## src/rtl/btn_debounce.sv

```systemverilog
// Push-button conditioner: 2-flop synchroniser, counter-based debounce FSM,
// registered press/release/long-press strobes and a wrapping press counter.
module btn_debounce #(
   parameter bit          ACTIVE_LOW      = 1'b1,
   parameter int unsigned DEBOUNCE_CYCLES = 1_000_000,
   parameter int unsigned LONG_CYCLES     = 50_000_000
) (
   input  logic       sysclk,
   input  logic       rst_n,
   input  logic       btn_in,
   output logic       btn_level,
   output logic       press_pulse,
   output logic       release_pulse,
   output logic       long_pulse,
   output logic [7:0] press_count
);

   localparam logic [31:0] DebLast  = 32'(DEBOUNCE_CYCLES - 1);
   localparam logic [31:0] LongLast = 32'(LONG_CYCLES - 1);
   localparam logic [31:0] LongFire = 32'(LONG_CYCLES - 2);

   typedef enum logic [1:0] {
      StIdle,
      StPressChk,
      StHeld,
      StRelChk
   } state_e;

   state_e      state_q, state_d;
   logic [1:0]  sync_q;
   logic [31:0] dcnt_q, dcnt_d;
   logic [31:0] hcnt_q, hcnt_d;
   logic        long_done_q, long_done_d;
   logic        level_d, press_d, release_d, long_d;
   logic [7:0]  count_d;
   logic        act;

   // Synchroniser resets to the released pin level so reset never looks like a press.
   always_ff @(posedge sysclk or negedge rst_n) begin
      if (!rst_n) begin
         sync_q <= {2{ACTIVE_LOW}};
      end else begin
         sync_q <= {sync_q[0], btn_in};
      end
   end

   assign act = sync_q[1] ^ ACTIVE_LOW;

   always_comb begin
      state_d     = state_q;
      dcnt_d      = dcnt_q;
      hcnt_d      = hcnt_q;
      long_done_d = long_done_q;
      level_d     = btn_level;
      count_d     = press_count;
      press_d     = 1'b0;
      release_d   = 1'b0;
      long_d      = 1'b0;

      // Long press fires on the edge that brings hcnt to its saturation value.
      if (state_q == StHeld || state_q == StRelChk) begin
         if (hcnt_q != LongLast) begin
            hcnt_d = hcnt_q + 32'd1;
         end
         if (hcnt_q == LongFire && !long_done_q) begin
            long_d      = 1'b1;
            long_done_d = 1'b1;
         end
      end

      unique case (state_q)
         StIdle: begin
            if (act) begin
               state_d = StPressChk;
               dcnt_d  = 32'd0;
            end
         end
         StPressChk: begin
            if (!act) begin
               state_d = StIdle;
            end else if (dcnt_q == DebLast) begin
               state_d     = StHeld;
               level_d     = 1'b1;
               press_d     = 1'b1;
               count_d     = press_count + 8'd1;
               hcnt_d      = 32'd0;
               long_done_d = 1'b0;
            end else begin
               dcnt_d = dcnt_q + 32'd1;
            end
         end
         StHeld: begin
            if (!act) begin
               state_d = StRelChk;
               dcnt_d  = 32'd0;
            end
         end
         StRelChk: begin
            if (act) begin
               state_d = StHeld;
            end else if (dcnt_q == DebLast) begin
               state_d     = StIdle;
               level_d     = 1'b0;
               release_d   = 1'b1;
               hcnt_d      = 32'd0;
               long_done_d = 1'b0;
            end else begin
               dcnt_d = dcnt_q + 32'd1;
            end
         end
         default: state_d = StIdle;
      endcase
   end

   always_ff @(posedge sysclk or negedge rst_n) begin
      if (!rst_n) begin
         state_q       <= StIdle;
         dcnt_q        <= 32'd0;
         hcnt_q        <= 32'd0;
         long_done_q   <= 1'b0;
         btn_level     <= 1'b0;
         press_pulse   <= 1'b0;
         release_pulse <= 1'b0;
         long_pulse    <= 1'b0;
         press_count   <= 8'd0;
      end else begin
         state_q       <= state_d;
         dcnt_q        <= dcnt_d;
         hcnt_q        <= hcnt_d;
         long_done_q   <= long_done_d;
         btn_level     <= level_d;
         press_pulse   <= press_d;
         release_pulse <= release_d;
         long_pulse    <= long_d;
         press_count   <= count_d;
      end
   end

endmodule

```

## config.mk

```make
export PLATFORM = sky130hd
export DESIGN_NAME = btn_debounce
export DESIGN_NICKNAME = d
export VERILOG_FILES = /design/src/rtl/btn_debounce.sv
export SDC_FILE = /design/constraint.sdc
export NUM_CORES = 1
export LEC_CHECK = 0
export CORE_MARGIN = 4
export CORE_UTILIZATION = 57
export DETAILED_ROUTE_END_ITERATION = 8
export PLACE_DENSITY = 0.8
export SYNTH_ARGS = -nofsm -noshare
export SYNTH_HDL_FRONTEND = slang
export SYNTH_SLANG_ARGS = --single-unit
```

## constraint.sdc

```tcl
create_clock -name sysclk -period 2.8 [get_ports sysclk]
set_clock_uncertainty 0.1 [all_clocks]
set_input_delay 0.42 -clock sysclk [delete_from_list [all_inputs] [get_ports sysclk]]
set_output_delay 0.42 -clock sysclk [all_outputs]
set_load 0.01 [all_outputs]
```

* Word level (Yosys, flattened, before mapping) *
Cells that the tools add are included.

word-level totals
  bits of input ports = 3
  output and inout bits = 12
  register bits after elaboration = 81

cells by class
  bitwise gates (word level) = 1
  muxes and demuxes = 37
  add/subtract/negate cells = 3
  reduce and logical (&&, ||, !) cells = 9
  equality and inequality tests = 14

operators with widths
  cell                                                               count
  32-bit 2-to-1 mux                                                  10
  32-bit one-hot mux with 4 select lines                             1
  32-bit by 1-bit adder with 32-bit output, second input constant    2
  32-bit one-hot mux with 2 select lines                             1
  32-bit by 20-bit == test with 1-bit output, second input constant  1
  32-bit by 26-bit == test with 1-bit output, second input constant  1
  32-bit by 26-bit != test with 1-bit output, second input constant  1
  1-bit 2-to-1 mux                                                   16
  2-bit 2-to-1 mux                                                   6
  2-bit != test, second input constant                               5
  8-bit by 1-bit adder with 8-bit output, second input constant      1
  2-bit one-hot mux with 4 select lines                              1
  4-bit AND reduction                                                2
  5-bit AND reduction                                                1
  2-bit == test, second input constant                               2
  1-bit one-hot mux with 2 select lines                              2
  3-bit by 2-bit != test with 1-bit output, second input constant    1
  3-bit != test, second input constant                               1
  3-bit AND reduction                                                1
  2-bit by 1-bit == test with 1-bit output, second input constant    1
  2-bit logical NOT                                                  1
  2-bit by 1-bit != test with 1-bit output, second input constant    1
  2-bit nonzero test                                                 1
  1-bit logical AND                                                  1
  other kinds (3)                                                    3

* Longest topological paths before layout *
  depth after elaboration = 7
  depth in mapped cells = 8
  mapped depth without buffers = 6

* Least setup slack after synthesis *
No wires, ideal clock.

  kind = register to register
  start point = register dcnt_q[10]
  end point = register hcnt_q[14]
  cell stages (with the launch flop) = 8
  period minus slack after synthesis = 2.552 ns
  path buffers = 2
  required time = 2.581 ns
  arrival time = 2.333 ns
  library setup time = 0.119 ns
  setup slack = 0.248 ns
  cell sequence = dfrtp_1 or4b_4 or3_4 or4_4 nor2_4 buf_6 buf_6 nor2_1

between the ends
  cells in the longest elaborated chain, start to end = 4

ends and longest elaborated chain
  item                                            line     source
  start: declaration                              31       logic [31:0] dcnt_q, dcnt_d;
  start signal: assignment                        128      dcnt_q <= dcnt_d;
  32-bit by 20-bit == test with 1-bit output (*)  81, 101
  32-bit 2-to-1 mux (*)                           81, 101
  32-bit 2-to-1 mux, on equally long branches     99, 79
  32-bit one-hot mux with 2 select lines (*)      71       unique case (state_q)
  via hcnt_d[14]                                  32       logic [31:0] hcnt_q, hcnt_d;
  end signal: assignment                          129      hcnt_q <= hcnt_d;
  end: declaration                                32

The timed path passes the listed nets; every way through them passes the cells marked *.
A chain may end at the register's enable or synchronous reset.

* Worst setup path after layout *
  start point = register dcnt_q[10]
  end point = register hcnt_q[2]

Same word-level chain as after synthesis.

==> results by group <==
Critical path
  – Crit Path Max Fanout: 29
  – WS Path Type: reg2reg
  – Worst path max stage delay: 590 ps
  – CP endpoint kind: flop
  – Startpoint types: flop
  – CP Cell Sequence: or4b_4, or3_4, or4_4, nor2_4, buf_12, nor3_1
  – Critical path arrival: 2810 ps
  – Critical-path cell with the highest stage delay: or4_4
  – Worst Path Required: 2930 ps

Clock tree
  – Clock slew at reported path FFs: 90 ps
  – # Post-CTS Setup Buffers: 0
  – Deepest clock path buffer count: 2
  – H-tree depth: 3
  – Inserted Clock Buffers: 9
  – Worst-Skew Late Latency: approximately 360 ps
  – Root Buffer: clkbuf_8
  – CTS tree: built
  – CTS sink cnt: 81

Route
  – ANT nets after route: 0
  – Vias: 3,455
  – Vias per inst: 5.94
  – Routed len/inst: 16.0 um
  – Initial drt markers: 171
  – DRT Wirelength: 9300 um
  – DR pass1 iterations: 5
  – # DRC: 0

Finish
  – Final nets: 488
  – Antenna cells: 0
  – Share of post-route cells with drive strength above 1: 9.67%
  – Design area: 0.00480 mm^2
  – Number of fill cells: 537
  – Area Overhead vs Synth: 14.6%
  – Finished Layout Cells: 582

Synth
  – Synthesized area per cell: between 9 and 10 um^2
  – Largest cells by area after synthesis: dfrtp_1 47%, xnor2_1 5.0%, nor2_1 4.2%, xor2_1 3.6%, nand4_1 3.4%
  – Synth Area in Adders: 1.19%
  – Post-Synth Simple-Gate Area: 29.3%
  – Most frequent cell after synthesis: dfrtp_1
  – Most frequent cells after synthesis: 79 x dfrtp_1, 47 x nor2_1, 36 x nand2_1
  – FF+latch count, synth: 81
  – Post-synth top area share: between 40% and 50%
  – Post-synthesis mux area share: 0.985%
  – Compound-cell area share of the yosys netlist: ~8.6%
  – XOR/XNOR Fraction of Synth Area: 8.57%
  – Most frequently used flop master after synthesis: dfrtp_1
  – Largest family of logic cells by synthesized area: simple AND/OR/NAND/NOR gates
  – Cells after Synth: 449
  – Yosys cell types: 45
  – Post-synth EDFFs: 0
  – Post-synth net total: 456
  – Post-synth ARST share: 100%
  – Seq/Total Area, Yosys: 48.4%
  – Ys Warns: 0
  – Synth area leader: dfrtp_1
  – Post-Syn Area: about 0.0042 mm^2

STA
  – Least-Margin Pin Slew: approximately 650 ps
  – Fin. max-slew vios: 0
  – Final Setup Violations: 0
  – Fin. Hold Viols: 0
  – Final setup margin: approximately 130 ps
  – RSZ-0062 raised after global routing: false
  – Setup TNS: 0 ps
  – Min cycle time layout: 2670 ps
  – Fmax: 374 MHz
  – Max-slew headroom: 56.2%
  – Final period util: between 90% and 100%

Floorplanning
  – I/O pins: 15
  – Die area: slightly below 0.009 mm^2
  – Starting Density: between 60% and 70%
  – Die Ht: 93.8 um
  – Core Region: 0.00698 mm^2
  – Die X-Extent: 93.8 um
  – Rows: 30

Global routing
  – Vias in the first global route: 3,394
  – Tot GR Track Use: 22.7%
  – Gr ovfl total: 0
  – Largest net degree at the start of global routing: 50
  – First-pass GRT wire length: about 16,000 um
  – Initial antenna violation count: 0

Power
  – VDD IR-drop max: 273 uV
  – PnR Total Power: between 2 and 2.5 mW
  – Pwr Density: 483 mW/mm^2
  – P_leak: between 2 and 2.5 nW

Placement
  – Hpwl dp: 6230 um
  – Pre-CTS setup slack: 176 ps
  – Placed cells: 565
  – Input/output buffers: 14
  – Placed cell area: 0.00455 mm^2
  – GPL Wtd Cong: 0.788

Min path
  – Worst Hold Class: reg2reg

Run
  – Max-cap violations: 0

Run status
  – Status: finished clean
layout by cell type, fill, tap and decap left out, types with 2 or more instances in the layout:
cell / n
a21oi_1: 26
o21ai_0: 23
or3_1: 19
inv_6: 2
nand4_1: 23
and2_1: 4
or4_1: 6
or4b_2: 2
clkdlybuf4s50_1: 13
nor2_1: 47
mux2i_1: 3
buf_12: 2
o31ai_1: 4
dfrtp_1: 79
nor4_1: 21
buf_4: 18
and3_1: 10
inv_1: 15
xor2_1: 17
nand2_1: 36
dfstp_2: 2
nand3_1: 28
ha_1: 4
o21a_1: 2
clkbuf_8: 9
xnor2_1: 24
and4_1: 5
nor3_1: 18
bufinv_16: 3
registers in the layout, indices dropped and copies added, names as in the netlist, named ones only:
| name | cells |
|---|---|
| press_count | 8 |
| release_pulse | 1 |
| dcnt_q | 32 |
| long_done_q | 1 |
| state_q | 1 |
| hcnt_q | 32 |
| btn_level | 1 |
| long_pulse | 1 |
| press_pulse | 1 |
| sync_q | 2 |
routing by layer:
| layer | up-vias | share of wire [%] | GRT usage (%) |
|---|---|---|---|
| met5 | - | 0 | 0 |
| met4 | 0 | 1.8 | 10.5 |
| met3 | 17 | 3.0 | 4.01 |
| met2 | 64 | 51 | 38.5 |
| met1 | 1689 | 44 | 28.1 |
| li1 | 1685 | - | - |
report_power, final:
part / leakage (nW) / switching [mW] / internal, mW
clock: 0.117 / 0.462 / 0.600
combinational: 0.815 / 0.0515 / 0.0212
sequential: 1.12 / 0.00700 / 1.18
repair_timing:
item / CTS / global route
hold endpoints to repair: 32 / 0
hold buffers: 1 / 0
gates resized for setup: 0 / 0
final cells by class:
type / count / area (um^2) / share of cell area, %
multi-input combinational: 340 / 2040 / 42.4
sequential: 81 / 2030 / 42.3
timing repair buffer: 34 / 315 / 6.57
clock buffer: 10 / 128 / 2.66
tap: 96 / 120 / 2.50
clock inverter: 6 / 115 / 2.40
inverter: 15 / 56.3 / 1.17
per-stage QoR:
stage,hold slack (ps),util (%)
floorplan,24.4,-
global placement,246,65.2
detailed placement,251,65.2
CTS,264,68.8
global route,270,68.8
finish,263,68.8
critical path, delay by kind of cell (launching register included):
kind / cells / cell delay (ps)
buffers and inverters: 1 / 180
DFF: 1 / 460
and+or+nand+nor: 5 / 1800
cells by family after synthesis:
kind of cell               Yosys count
and+or+nand+nor                    229
DFF                                 81
AOI/OAI and AO/OA                   62
xor gates and xnor gates            41
buffers and inverters               28
muxes                                4
adders and majority gates            4
worst paths after layout:
kind,startpoint,to,slack (ps),depth (start not counted)
worst max-delay path,dcnt_q[10]$_DFFE_PN0P_,hcnt_q[2]$_DFF_PN0_,130,6
worst min-delay path,sync_q[0]$_DFF_PN1_,sync_q[1]$_DFF_PN1_,260,0
worst max register to register,dcnt_q[10]$_DFFE_PN0P_,hcnt_q[2]$_DFF_PN0_,130,6
worst min register to register,sync_q[0]$_DFF_PN1_,sync_q[1]$_DFF_PN1_,260,0
max in group asynchronous,rst_n,sync_q[0]$_DFF_PN1_,1500,3
min in group asynchronous,rst_n,hcnt_q[12]$_DFF_PN0_,450,2
Power figures use the tool's default switching activity.
